`src/rtl/aes_masking_pkg.sv`:
```
// ----------------------------------------------------------------------------
// aes_masking_pkg: S-box table, PRNG constants, random-bus widths. Rev 1.0
// ----------------------------------------------------------------------------
`default_nettype none

package aes_masking_pkg;

  localparam logic [31:0] c_lfsr_poly     = 32'h8020_0003;
  localparam logic [31:0] c_lfsr_seed_mul = 32'h9E37_79B9;
  localparam logic [31:0] c_default_seed  = 32'h1ACE_B00C;

  typedef enum logic [1:0] {
    ST_IDLE  = 2'd0,
    ST_RUN   = 2'd1,
    ST_DRAIN = 2'd2,
    ST_DONE  = 2'd3
  } state_t;

  typedef struct packed {
    logic       valid;
    logic [7:0] tag;
  } pipe_t;

  // Entry 0 sits in the most significant byte.
  localparam logic [2047:0] c_sbox_flat = {
    128'h637c777bf26b6fc53001672bfed7ab76, 128'hca82c97dfa5947f0add4a2af9ca472c0,
    128'hb7fd9326363ff7cc34a5e5f171d83115, 128'h04c723c31896059a071280e2eb27b275,
    128'h09832c1a1b6e5aa0523bd6b329e32f84, 128'h53d100ed20fcb15b6acbbe394a4c58cf,
    128'hd0efaafb434d338545f9027f503c9fa8, 128'h51a3408f929d38f5bcb6da2110fff3d2,
    128'hcd0c13ec5f974417c4a77e3d645d1973, 128'h60814fdc222a908846eeb814de5e0bdb,
    128'he0323a0a4906245cc2d3ac629195e479, 128'he7c8376d8dd54ea96c56f4ea657aae08,
    128'hba78252e1ca6b4c6e8dd741f4bbd8b8a, 128'h703eb5664803f60e613557b986c11d9e,
    128'he1f8981169d98e949b1e87e9ce5528df, 128'h8ca1890dbfe6426841992d0fb054bb16
  };

  function automatic logic [7:0] sbox_lookup(input logic [7:0] x);
    return c_sbox_flat[{~x, 3'b000} +: 8];
  endfunction

  function automatic logic [31:0] lfsr_next(input logic [31:0] s);
    return (s >> 1) ^ (s[0] ? c_lfsr_poly : 32'h0);
  endfunction

  function automatic int unsigned zmul1_w(input int unsigned s);
    return 4 * s * (s - 1);
  endfunction

  function automatic int unsigned zmul23_w(input int unsigned s);
    return 2 * s * (s - 1);
  endfunction

  function automatic int unsigned zinv_w(input int unsigned s);
    return s * (s - 1);
  endfunction

endpackage

`default_nettype wire

```
`src/rtl/sbox_selftest_ctrl_if.sv`:
```
// ----------------------------------------------------------------------------
// sbox_selftest_ctrl_if: masked data and randomness link to aes_sbox. Rev 1.0
// ----------------------------------------------------------------------------
`default_nettype none

interface sbox_selftest_ctrl_if
  import aes_masking_pkg::*;
#(
  parameter int unsigned SHARES  = 2,
  parameter int unsigned BLIND_W = 8
);

  logic [8*SHARES-1:0]           XxDO;
  logic [8*SHARES-1:0]           QxDI;
  logic [zmul1_w(SHARES)-1:0]    Zmul1xDO;
  logic [zmul23_w(SHARES)-1:0]   Zmul2xDO;
  logic [zmul23_w(SHARES)-1:0]   Zmul3xDO;
  logic [zinv_w(SHARES)-1:0]     Zinv1xDO;
  logic [zinv_w(SHARES)-1:0]     Zinv2xDO;
  logic [zinv_w(SHARES)-1:0]     Zinv3xDO;
  logic [BLIND_W-1:0]            BxDO;

  modport master (
    output XxDO, Zmul1xDO, Zmul2xDO, Zmul3xDO, Zinv1xDO, Zinv2xDO, Zinv3xDO, BxDO,
    input  QxDI
  );

  modport slave (
    input  XxDO, Zmul1xDO, Zmul2xDO, Zmul3xDO, Zinv1xDO, Zinv2xDO, Zinv3xDO, BxDO,
    output QxDI
  );

endinterface

`default_nettype wire

```
`src/rtl/sbox_selftest_ctrl_lfsr32_bank.sv`:
```
// ----------------------------------------------------------------------------
// lfsr32_bank: NUM independently seeded 32-bit Galois LFSRs. Rev 1.0
// ----------------------------------------------------------------------------
`default_nettype none

module lfsr32_bank
  import aes_masking_pkg::*;
#(
  parameter int unsigned NUM  = 1,
  parameter logic [31:0] SEED = c_default_seed
) (
  input  logic              ClkxCI,
  input  logic              RstxBI,
  input  logic              LoadxSI,
  input  logic              StepxSI,
  output logic [32*NUM-1:0] WordxDO
);

  for (genvar k = 0; k < NUM; k++) begin : g_lfsr
    localparam logic [31:0] c_seed = SEED ^ (32'(k) * c_lfsr_seed_mul);

    logic [31:0] lfsr_q;
    logic [31:0] lfsr_d;

    always_comb begin
      lfsr_d = lfsr_q;
      if (LoadxSI) begin
        lfsr_d = c_seed;
      end else if (StepxSI) begin
        lfsr_d = lfsr_next(lfsr_q);
      end
    end

    always_ff @(posedge ClkxCI or negedge RstxBI) begin
      if (!RstxBI) begin
        lfsr_q <= c_seed;
      end else begin
        lfsr_q <= lfsr_d;
      end
    end

    assign WordxDO[32*k +: 32] = lfsr_q;
  end

endmodule

`default_nettype wire

```
`src/rtl/sbox_selftest_ctrl.sv`:
```
// ----------------------------------------------------------------------------
// sbox_selftest_ctrl: masked stimulus driver and checker for aes_sbox. Rev 1.0
// ----------------------------------------------------------------------------
`default_nettype none

module sbox_selftest_ctrl
  import aes_masking_pkg::*;
#(
  parameter int unsigned SHARES  = 2,
  parameter int unsigned LATENCY = 4,
  parameter int unsigned BLIND_W = 8,
  parameter int unsigned RND_W   = SHARES * (SHARES - 1) * 11 + BLIND_W,
  parameter logic [31:0] SEED    = c_default_seed
) (
  input  logic                 ClkxCI,
  input  logic                 RstxBI,
  input  logic                 StartxSI,
  output logic                 BusyxSO,
  output logic                 DonexSO,
  output logic                 PassxSO,
  output logic [8:0]           ErrCntxDO,
  output logic [7:0]           FirstErrxDO,
  sbox_selftest_ctrl_if.master sbox
);

  localparam int unsigned c_mask_w = 8 * (SHARES - 1);
  localparam int unsigned c_num    = (c_mask_w + RND_W + 31) / 32;
  localparam int unsigned c_zm1    = zmul1_w(SHARES);
  localparam int unsigned c_zm23   = zmul23_w(SHARES);
  localparam int unsigned c_zi     = zinv_w(SHARES);
  localparam int unsigned c_o_zm1  = c_mask_w;
  localparam int unsigned c_o_zm2  = c_o_zm1 + c_zm1;
  localparam int unsigned c_o_zm3  = c_o_zm2 + c_zm23;
  localparam int unsigned c_o_zi1  = c_o_zm3 + c_zm23;
  localparam int unsigned c_o_zi2  = c_o_zi1 + c_zi;
  localparam int unsigned c_o_zi3  = c_o_zi2 + c_zi;
  localparam int unsigned c_o_b    = c_o_zi3 + c_zi;

  state_t      state_q, state_d;
  logic [7:0]  cnt_q, cnt_d;
  logic [8:0]  err_q, err_d;
  logic [7:0]  first_q, first_d;
  logic        pass_q, pass_d;
  pipe_t       pipe_q [LATENCY];
  pipe_t       pipe_d [LATENCY];

  logic [32*c_num-1:0] w_rnd;
  logic                w_rnd_unused;
  logic                w_rnd_en;
  logic                w_load;
  logic                w_hit;
  logic [7:0]          w_q;
  logic [7:0]          w_sh0;
  logic [8*SHARES-1:0] w_x;
  pipe_t               w_pipe_out;

  lfsr32_bank #(
    .NUM  (c_num),
    .SEED (SEED)
  ) u_prng (
    .ClkxCI  (ClkxCI),
    .RstxBI  (RstxBI),
    .LoadxSI (w_load),
    .StepxSI (w_rnd_en),
    .WordxDO (w_rnd)
  );

  // Bits beyond the consumed slices exist only because the bank is word sized.
  assign w_rnd_unused = ^w_rnd;

  assign w_rnd_en   = (state_q == ST_RUN) || (state_q == ST_DRAIN);
  assign w_pipe_out = pipe_q[LATENCY-1];

  always_comb begin
    w_x   = '0;
    w_sh0 = cnt_q;
    for (int j = 1; j < SHARES; j++) begin
      w_x[8*j +: 8] = w_rnd[8*(j-1) +: 8];
      w_sh0         = w_sh0 ^ w_rnd[8*(j-1) +: 8];
    end
    w_x[7:0] = w_sh0;
    if (state_q != ST_RUN) begin
      w_x = '0;
    end
  end

  assign sbox.XxDO     = w_x;
  assign sbox.Zmul1xDO = w_rnd_en ? w_rnd[c_o_zm1 +: c_zm1]  : '0;
  assign sbox.Zmul2xDO = w_rnd_en ? w_rnd[c_o_zm2 +: c_zm23] : '0;
  assign sbox.Zmul3xDO = w_rnd_en ? w_rnd[c_o_zm3 +: c_zm23] : '0;
  assign sbox.Zinv1xDO = w_rnd_en ? w_rnd[c_o_zi1 +: c_zi]   : '0;
  assign sbox.Zinv2xDO = w_rnd_en ? w_rnd[c_o_zi2 +: c_zi]   : '0;
  assign sbox.Zinv3xDO = w_rnd_en ? w_rnd[c_o_zi3 +: c_zi]   : '0;
  assign sbox.BxDO     = w_rnd_en ? w_rnd[c_o_b   +: BLIND_W] : '0;

  always_comb begin
    w_q = '0;
    for (int j = 0; j < SHARES; j++) begin
      w_q = w_q ^ sbox.QxDI[8*j +: 8];
    end
  end

  assign w_hit = w_pipe_out.valid && (w_q != sbox_lookup(w_pipe_out.tag));

  // The tag pipe mirrors the S-box latency so each result meets its own input.
  always_comb begin
    for (int k = 0; k < LATENCY; k++) begin
      pipe_d[k] = '0;
    end
    if (!w_load) begin
      for (int k = LATENCY - 1; k > 0; k--) begin
        pipe_d[k] = pipe_q[k-1];
      end
      if (state_q == ST_RUN) begin
        pipe_d[0].valid = 1'b1;
        pipe_d[0].tag   = cnt_q;
      end
    end
  end

  always_comb begin
    state_d = state_q;
    cnt_d   = cnt_q;
    err_d   = err_q;
    first_d = first_q;
    pass_d  = pass_q;
    w_load  = 1'b0;

    if (w_hit) begin
      err_d = err_q + 9'd1;
      if (err_q == 9'd0) begin
        first_d = w_pipe_out.tag;
      end
    end

    case (state_q)
      ST_IDLE, ST_DONE: begin
        if (StartxSI) begin
          state_d = ST_RUN;
          cnt_d   = '0;
          err_d   = '0;
          first_d = '0;
          pass_d  = 1'b0;
          w_load  = 1'b1;
        end
      end
      ST_RUN: begin
        // Wraps to 0 on the last value, which then serves as the drain counter.
        cnt_d = cnt_q + 8'd1;
        if (cnt_q == 8'hFF) begin
          state_d = ST_DRAIN;
        end
      end
      ST_DRAIN: begin
        cnt_d = cnt_q + 8'd1;
        if (cnt_q == 8'(LATENCY - 1)) begin
          state_d = ST_DONE;
          pass_d  = (err_d == 9'd0);
        end
      end
      default: begin
        state_d = ST_IDLE;
      end
    endcase
  end

  always_ff @(posedge ClkxCI or negedge RstxBI) begin
    if (!RstxBI) begin
      state_q <= ST_IDLE;
      cnt_q   <= '0;
      err_q   <= '0;
      first_q <= '0;
      pass_q  <= 1'b0;
      for (int k = 0; k < LATENCY; k++) begin
        pipe_q[k] <= '0;
      end
    end else begin
      state_q <= state_d;
      cnt_q   <= cnt_d;
      err_q   <= err_d;
      first_q <= first_d;
      pass_q  <= pass_d;
      for (int k = 0; k < LATENCY; k++) begin
        pipe_q[k] <= pipe_d[k];
      end
    end
  end

  assign BusyxSO     = w_rnd_en;
  assign DonexSO     = (state_q == ST_DONE);
  assign PassxSO     = pass_q;
  assign ErrCntxDO   = err_q;
  assign FirstErrxDO = first_q;

endmodule

`default_nettype wire

```
`src/flat_wrapper.sv`:
```
// flat-port wrapper written by rule: the top's interface ports become plain ports
module sbox_selftest_ctrl_flat import aes_masking_pkg::*;
#(
  parameter int unsigned SHARES  = 2,
  parameter int unsigned LATENCY = 4,
  parameter int unsigned BLIND_W = 8,
  parameter int unsigned RND_W   = SHARES * (SHARES - 1) * 11 + BLIND_W,
  parameter logic [31:0] SEED    = c_default_seed
)
  (ClkxCI, RstxBI, StartxSI, BusyxSO, DonexSO, PassxSO, ErrCntxDO, FirstErrxDO, sbox_XxDO, sbox_Zmul1xDO, sbox_Zmul2xDO, sbox_Zmul3xDO, sbox_Zinv1xDO, sbox_Zinv2xDO, sbox_Zinv3xDO, sbox_BxDO, sbox_QxDI);
  sbox_selftest_ctrl_if #(.SHARES(SHARES), .BLIND_W(BLIND_W)) sbox_i ();
  input  logic ClkxCI;
  input  logic RstxBI;
  input  logic StartxSI;
  output logic BusyxSO;
  output logic DonexSO;
  output logic PassxSO;
  output logic [8:0] ErrCntxDO;
  output logic [7:0] FirstErrxDO;
  output wire logic [$bits(sbox_i.XxDO)-1:0] sbox_XxDO;
  output wire logic [$bits(sbox_i.Zmul1xDO)-1:0] sbox_Zmul1xDO;
  output wire logic [$bits(sbox_i.Zmul2xDO)-1:0] sbox_Zmul2xDO;
  output wire logic [$bits(sbox_i.Zmul3xDO)-1:0] sbox_Zmul3xDO;
  output wire logic [$bits(sbox_i.Zinv1xDO)-1:0] sbox_Zinv1xDO;
  output wire logic [$bits(sbox_i.Zinv2xDO)-1:0] sbox_Zinv2xDO;
  output wire logic [$bits(sbox_i.Zinv3xDO)-1:0] sbox_Zinv3xDO;
  output wire logic [$bits(sbox_i.BxDO)-1:0] sbox_BxDO;
  input wire logic [$bits(sbox_i.QxDI)-1:0] sbox_QxDI;
  assign sbox_XxDO = sbox_i.XxDO;
  assign sbox_Zmul1xDO = sbox_i.Zmul1xDO;
  assign sbox_Zmul2xDO = sbox_i.Zmul2xDO;
  assign sbox_Zmul3xDO = sbox_i.Zmul3xDO;
  assign sbox_Zinv1xDO = sbox_i.Zinv1xDO;
  assign sbox_Zinv2xDO = sbox_i.Zinv2xDO;
  assign sbox_Zinv3xDO = sbox_i.Zinv3xDO;
  assign sbox_BxDO = sbox_i.BxDO;
  assign sbox_i.QxDI = sbox_QxDI;
  sbox_selftest_ctrl #(.SHARES(SHARES), .LATENCY(LATENCY), .BLIND_W(BLIND_W), .RND_W(RND_W), .SEED(SEED)) u_core (.ClkxCI(ClkxCI), .RstxBI(RstxBI), .StartxSI(StartxSI), .BusyxSO(BusyxSO), .DonexSO(DonexSO), .PassxSO(PassxSO), .ErrCntxDO(ErrCntxDO), .FirstErrxDO(FirstErrxDO), .sbox(sbox_i));
endmodule
```
`config.mk`:
```
export PLATFORM = sky130hd
export DESIGN_NAME = sbox_selftest_ctrl_flat
export DESIGN_NICKNAME = d
export VERILOG_FILES = /design/src/rtl/aes_masking_pkg.sv /design/src/rtl/sbox_selftest_ctrl_if.sv /design/src/rtl/sbox_selftest_ctrl_lfsr32_bank.sv /design/src/rtl/sbox_selftest_ctrl.sv /design/src/flat_wrapper.sv
export SDC_FILE = /design/constraint.sdc
export NUM_CORES = 1
export LEC_CHECK = 0
export CORE_MARGIN = 8
export CORE_UTILIZATION = 45
export DETAILED_ROUTE_END_ITERATION = 8
export PLACE_DENSITY = 0.72
export SLEW_MARGIN = 10
export SYNTH_ARGS = -nofsm -noshare
export SYNTH_HDL_FRONTEND = slang
export SYNTH_HIERARCHICAL = 1
export SYNTH_SLANG_ARGS = --single-unit
```
`constraint.sdc`:
```
create_clock -name ClkxCI -period 3.6 [get_ports ClkxCI]
set_clock_uncertainty 0.05 [all_clocks]
set_input_delay 0.54 -clock ClkxCI [delete_from_list [all_inputs] [get_ports ClkxCI]]
set_output_delay 0.54 -clock ClkxCI [all_outputs]
set_load 0.02 [all_outputs]
```
---- Word-level counts from Yosys, hierarchy flattened ----
Cells that the tools add are included.
storage, ports and cells
  word-level logic and storage cells ...... 78
  register bits after elaboration ......... 128
  input port bits ......................... 19
  output and inout bits ................... 66
cells by class
  mux-type cells .......................... 34
  add/subtract/negate cells ............... 2
  shifts and indexed selects .............. 1
  bitwise operators ....................... 5
  eq/ne operators ......................... 10
  reduce and logical (&&, ||, !) cells .... 11
operators by type and width
  cell                                                          number
  indexed part select 2048 x 12 -> 8 bit, first input constant  1
  2-to-1 mux 32 bit                                             6
  XOR 31 x 32 -> 32 bit                                         2
  2-to-1 mux 8 bit                                              7
  2-to-1 mux 36 bit                                             1
  2-to-1 mux 9 bit                                              4
  logical NOT 9 bit                                             2
  2-to-1 mux 16 bit                                             1
  case mux 8 bit (2 select lines)                               1
  XOR 8 bit                                                     2
  2-to-1 mux 2 bit                                              6
  adder 9 x 1 -> 9 bit, second input constant                   1
  adder 8 x 1 -> 8 bit, second input constant                   1
  == test 8 x 2 -> 1 bit, second input constant                 1
  == test 8 bit, second input constant                          1
  2-to-1 mux 4 bit                                              2
  inequality test 8 bit                                         1
  inverter 8 bit                                                1
  inequality test 2 bit, second input constant                  3
  case mux 2 bit (3 select lines)                               1
  AND reduction 3 bit                                           2
  == test 2 bit, second input constant                          2
  2-to-1 mux 1 bit                                              4
  nonzero test 2 bit                                            2
  other kinds (7)                                               8

---- Longest topological paths before layout ----
  depth in word-level cells ............... 8
  mapped depth ............................ 17
  gate-level depth less buffers ........... 13

---- Cells and area by module ----
Netlist, hierarchy kept.
by module, submodules not included
  module              times used  sequential area each (µm²)  cells each  area each (µm²)
  sbox_selftest_ctrl  1           1,601.5                     829         6,616.3
  lfsr32_bank         1           1,639.1                     214         2,698.8

---- Worst setup path after synthesis ----
OpenSTA, ideal clock, no wires.
  path type ............................... register to register
  start ................................... register u_core/pipe_q[1] (netlist name)
  end ..................................... register u_core.pass_q, in the netlist u_core/PassxSO
  cell stages (with the launch flop) ...... 18
  setup time .............................. 0.092 ns
  path buffers ............................ 4
  required time ........................... 3.458 ns
  period minus slack after synthesis ...... 3.876 ns
  arrival ................................. 3.734 ns
  path slack .............................. -0.276 ns
  cell sequence ........................... dfrtp_1 buf_2 buf_2 inv_1 ha_1 or2_1 clkbuf_1 a311oi_1 a21oi_1 o211a_1 a2111oi_4 xnor2_1 nor4_2 a41oi_2 buf_6 a31oi_4 o221ai_2 o31ai_2
on the way
  word-level cells in the longest chain between the ends .. 8
RTL lines
  item                                    line                       text
  from (decl)                             sbox_selftest_ctrl.sv:44   pipe_t pipe_q [LATENCY];
  from (signal, indexed assignment)       sbox_selftest_ctrl.sv:184  pipe_q[k] <= pipe_d[k];
  inverter 8 bit                          aes_masking_pkg.sv:37      return c_sbox_flat[{~x, 3'b000} +: 8];
  indexed part select 2048 x 12 -> 8 bit  aes_masking_pkg.sv:37
  inequality test 8 bit                   sbox_selftest_ctrl.sv:103  assign w_hit = w_pipe_out.valid && (w_q != sbox_lookup(w_pipe_out.tag));
  logical AND 1 bit                       sbox_selftest_ctrl.sv:103
  2-to-1 mux 9 bit                        sbox_selftest_ctrl.sv:129  if (w_hit) begin
  logical NOT 9 bit                       sbox_selftest_ctrl.sv:158  pass_d = (err_d == 9'd0);
  2-to-1 mux 1 bit                        sbox_selftest_ctrl.sv:156  if (cnt_q == 8'(LATENCY - 1)) begin
  case mux 1 bit (2 select lines)         sbox_selftest_ctrl.sv:136  case (state_q)
  to (signal assigned)                    sbox_selftest_ctrl.sv:182  pass_q <= pass_d;
  to (decl)                               sbox_selftest_ctrl.sv:43   logic pass_q, pass_d;
No other way between the ends. The select of a mux whose other input is x is not followed.
A chain may end at the register's enable or synchronous reset.

---- Worst setup path after layout ----
Ends and elaborated chain as after synthesis.

==> results.md <==
- Max VDD drop: 0.713 mV
- Clock power share: 18.8%
- H-tree Lvls: 4
- Final WS setup: -0.0937 ns
- # IOs: 85
- Via count: 9298
- Final Cycle Share: 103%
- Worst-case clock buffer depth: 2
- Synth Area in Compound Gates: 20.3%
- Distinct cells, synth: 92
- Max Cap Viol: 0
- Int Pwr: 5.19 mW
- IO Port Bufs: 84
- Area taken by multi-input logic gates: 0.00573 mm²
- Iter 0 DRT Violations: 819
- Die Y: 160 µm
- FF/Latch Area: 0.00325 mm²
- Synth Net Count: 1084
- Slew headroom: 50.7%
- First-pass GRT wire length: 55.8 mm
- Total wire length: 36.7 mm
- ANT nets after route: 0
- Clock Latency Late Sink: 0.42 ns
- Final Slew Violations: 0
- Fin nets: 1305
- Min Hold Slack: 0.0940 ns
- Failing checks: setup timing
- Status: complete, but fails checks
- Initial core utilization: 45.9%
- Prevailing post-synth register cell: dfrtp_1
- GP Congestion: 1.02
- Most common cell after layout, fill and taps aside: buf_4
- Final setup vio count: 15
- Setup_tns: -0.911 ns
- Clk root buf: clkbuf_16
- Filler instances: 1762
- Post-synthesis sequential area ratio: 34.8%
- Post-DP HPWL: 27.2 mm
- Pwr Density: 724 mW/mm²
- Vias per inst: 6.01
- R2r setup slk: -0.09 ns
- Fmax: 271 MHz
- Wire length on met1: 15.0 mm
- Worst R2R End: u_core/PassxSO
- DRC errors left: 0
- Leakage: 5.47 nW
- Total GRT Usage: 28.0%
- Overall Power: 9.10 mW
- Critical Path Fanout Max: 6
- CP Capture Type: flop
- R2r worst-path depth: 15
- Hold Buf Count CTS: 0
- # diodes: 0
- Area growth, synth to finish: 34.8%
- Num CTS Buffers: 17
- Post-synthesis simple-gate area fraction: 22.5%
- Initial antenna violation count: 0
- Comb power frac: 55.6%
- Vias in the first global route: 9263
- Fraction of registers with async set/reset: 100%
- Syn. warnings: 6
- Clk sinks: 128
- Share of layout cells above drive strength 1: 28.7%
- WL met2: 16.8 mm
- Core Box Area: 0.0203 mm²
- Sw Share: 42.9%
- Std-Cell Rows: 52
- Width of the die: 160 µm
- Post-Synthesis Cells: 1043
- Synthesized flop and latch total: 128
- Largest family of logic cells by synthesized area: simple AND/OR/NAND/NOR gates
- Worst EP required: 3.89 ns
- Psw: 3.90 mW
- Most frequent cells in the layout: 194 x buf_4, 93 x dfrtp_1, 89 x nor2_1
- Congestion Overflow GR: 0
- Largest net degree at the start of global routing: 79
- RSZ-0062 raised after global routing: true
- Area share of fa/ha/maj cells after synthesis: 2.96%
- CP arrival: 3.98 ns
- Router iterations before antenna repair: 5
- Clock slew at reported path FFs: 0.07 ns
- Worst r2r src: u_core/pipe_q[1]
- CTS tree: yes
- Syn avg cell area: 8.93 µm²
- Top Metal Used: met4
- Final core occ: 61.9%
- Mapped Area: 0.00932 mm²
- DIE AREA: 0.0256 mm²
- Mux contribution to synthesized area: 8.76%
- Final min period: 3.69 ns
- Met3 routed WL: 2.87 mm
- Post-Synth XOR/XNOR Area: 4.04%
- Kind of critical path: flop to flop
- Fin. Hold Viols: 0
- Startpoint Class: flop
- Slew @ Worst Pin: 0.740 ns
- Drt wl/cell: 23.7 µm
- Post-synth EDFFs: 0
- Seq pwr share: 25.6%
- Worst hold path type: input pin to asynchronous set/reset pin
[power groups by stage]
| stage | Combinational [mW] | Clock (mW) | Sequential [mW] |
|---|---|---|---|
| finish | 5.06 | 1.71 | 2.33 |
| global route | 5.40 | 1.81 | 2.38 |
| CTS | 4.94 | 1.74 | 2.33 |
| detailed placement | 4.84 | 0 | 2.34 |
| global placement | 4.79 | 0 | 2.33 |
| floorplan | 3.20 | 0 | 2.25 |
[routing by layer]
metal  GRT usage, %  vias up
met4           15.6        0
li1               -     4189
met3           5.89      116
met5              0        -
met2           43.4      464
met1           36.0     4529
[critical path, stage by stage, from the launching register on]
cell and delay (ns):
dfrtp_2 0.45, buf_6 0.16, buf_8 0.12, ha_4 0.16, buf_4 0.14, mux4_2 0.45
mux2i_2 0.22, o221ai_2 0.14, o211ai_1 0.26, xnor2_1 0.15, nor4_4 0.43, a41oi_4 0.19
buf_6 0.17, and2_1 0.16, mux2i_1 0.13, o31ai_2 0.23
[final cells by class]
type | instances | share of cell area [%]
timing repair buffer | 296 | 20.5
tap | 270 | 2.69
clock inverter | 15 | 1.28
inverter | 19 | 0.618
clock buffer | 17 | 3.39
sequential | 128 | 25.9
multi-input combinational | 802 | 45.6
[metrics by stage]
step | instances | worst slack [ns] | area (µm²)
2_1_floorplan | 1043 | 0.0488 | 9340
3_3_place_gp | 1501 | -0.305 | 11500
3_5_place_dp | 1501 | -0.251 | 11500
4_1_cts | 1536 | 0.00824 | 12300
5_1_grt | 1547 | -0.152 | 12600
6_report | 1547 | -0.0937 | 12600
[state kept, by name, summed over array words and instances (netlist names)]
name / flops
u_core/u_prng/g_lfsr.lfsr_q: 64
u_core/cnt_q: 8
u_core/FirstErrxDO: 8
u_core/pipe_q: 36
u_core/state_q: 2
u_core/PassxSO: 1
u_core/ErrCntxDO: 9
[synth_stat cells (all sizes together) (8+ instances only)]
library cell,number,area share (%)
a211oi,13,1.3
nand3,28,1.5
nand2b,22,1.6
o211ai,15,1.2
nand2,79,3.2
clkbuf,37,1.5
o31ai,9,0.78
dfrtp,98,26
xor2,19,1.8
nor2,92,3.8
mux2i,71,7.6
inv,17,0.69
o21ai,51,2.7
and2,53,3.6
a21oi,60,3.3
and3,14,0.94
xnor2,24,2.3
ha,22,3.0
o32ai,8,0.83
o22ai,8,0.54
a31oi,12,0.97
nor2b,50,3.4
nor3,21,1.2
dfstp,30,8.5
or2,9,0.60
o311ai,11,1.0
buf,57,4.5
[how the worst max path moves through the flow]
stage                          start               endpoint  slack, ns  cells past startpoint
detailed placement  u_core/pipe_q[0]         u_core/PassxSO      -0.25                     16
CTS                 u_core/pipe_q[0]  u_core/FirstErrxDO[1]      0.008                     18
floorplan           u_core/pipe_q[1]         u_core/PassxSO       0.05                     17
global route        u_core/pipe_q[1]    u_core/ErrCntxDO[4]      -0.15                     16
global placement    u_core/pipe_q[0]  u_core/FirstErrxDO[7]      -0.31                     17
finish              u_core/pipe_q[1]         u_core/PassxSO      -0.09                     15
[kinds of logic (layout without fill, tap and decap cells)]
kind of cell,after synthesis,in the layout
muxes,76,76
AOI/OAI and AO/OA,262,262
DFF,128,128
and+or+nand+nor,399,399
buffers and inverters,113,347
adders and majority gates,22,22
xor gates and xnor gates,43,43
[repair_timing]
item                                   CTS  global route
setup buffers                            2            12
endpoints found under the hold margin    0             0
setup endpoints to repair               18            18
gates cloned                             1             0
pin swaps                               11            21
gates resized for setup                 38            36
(Power assumes the default switching activity.)
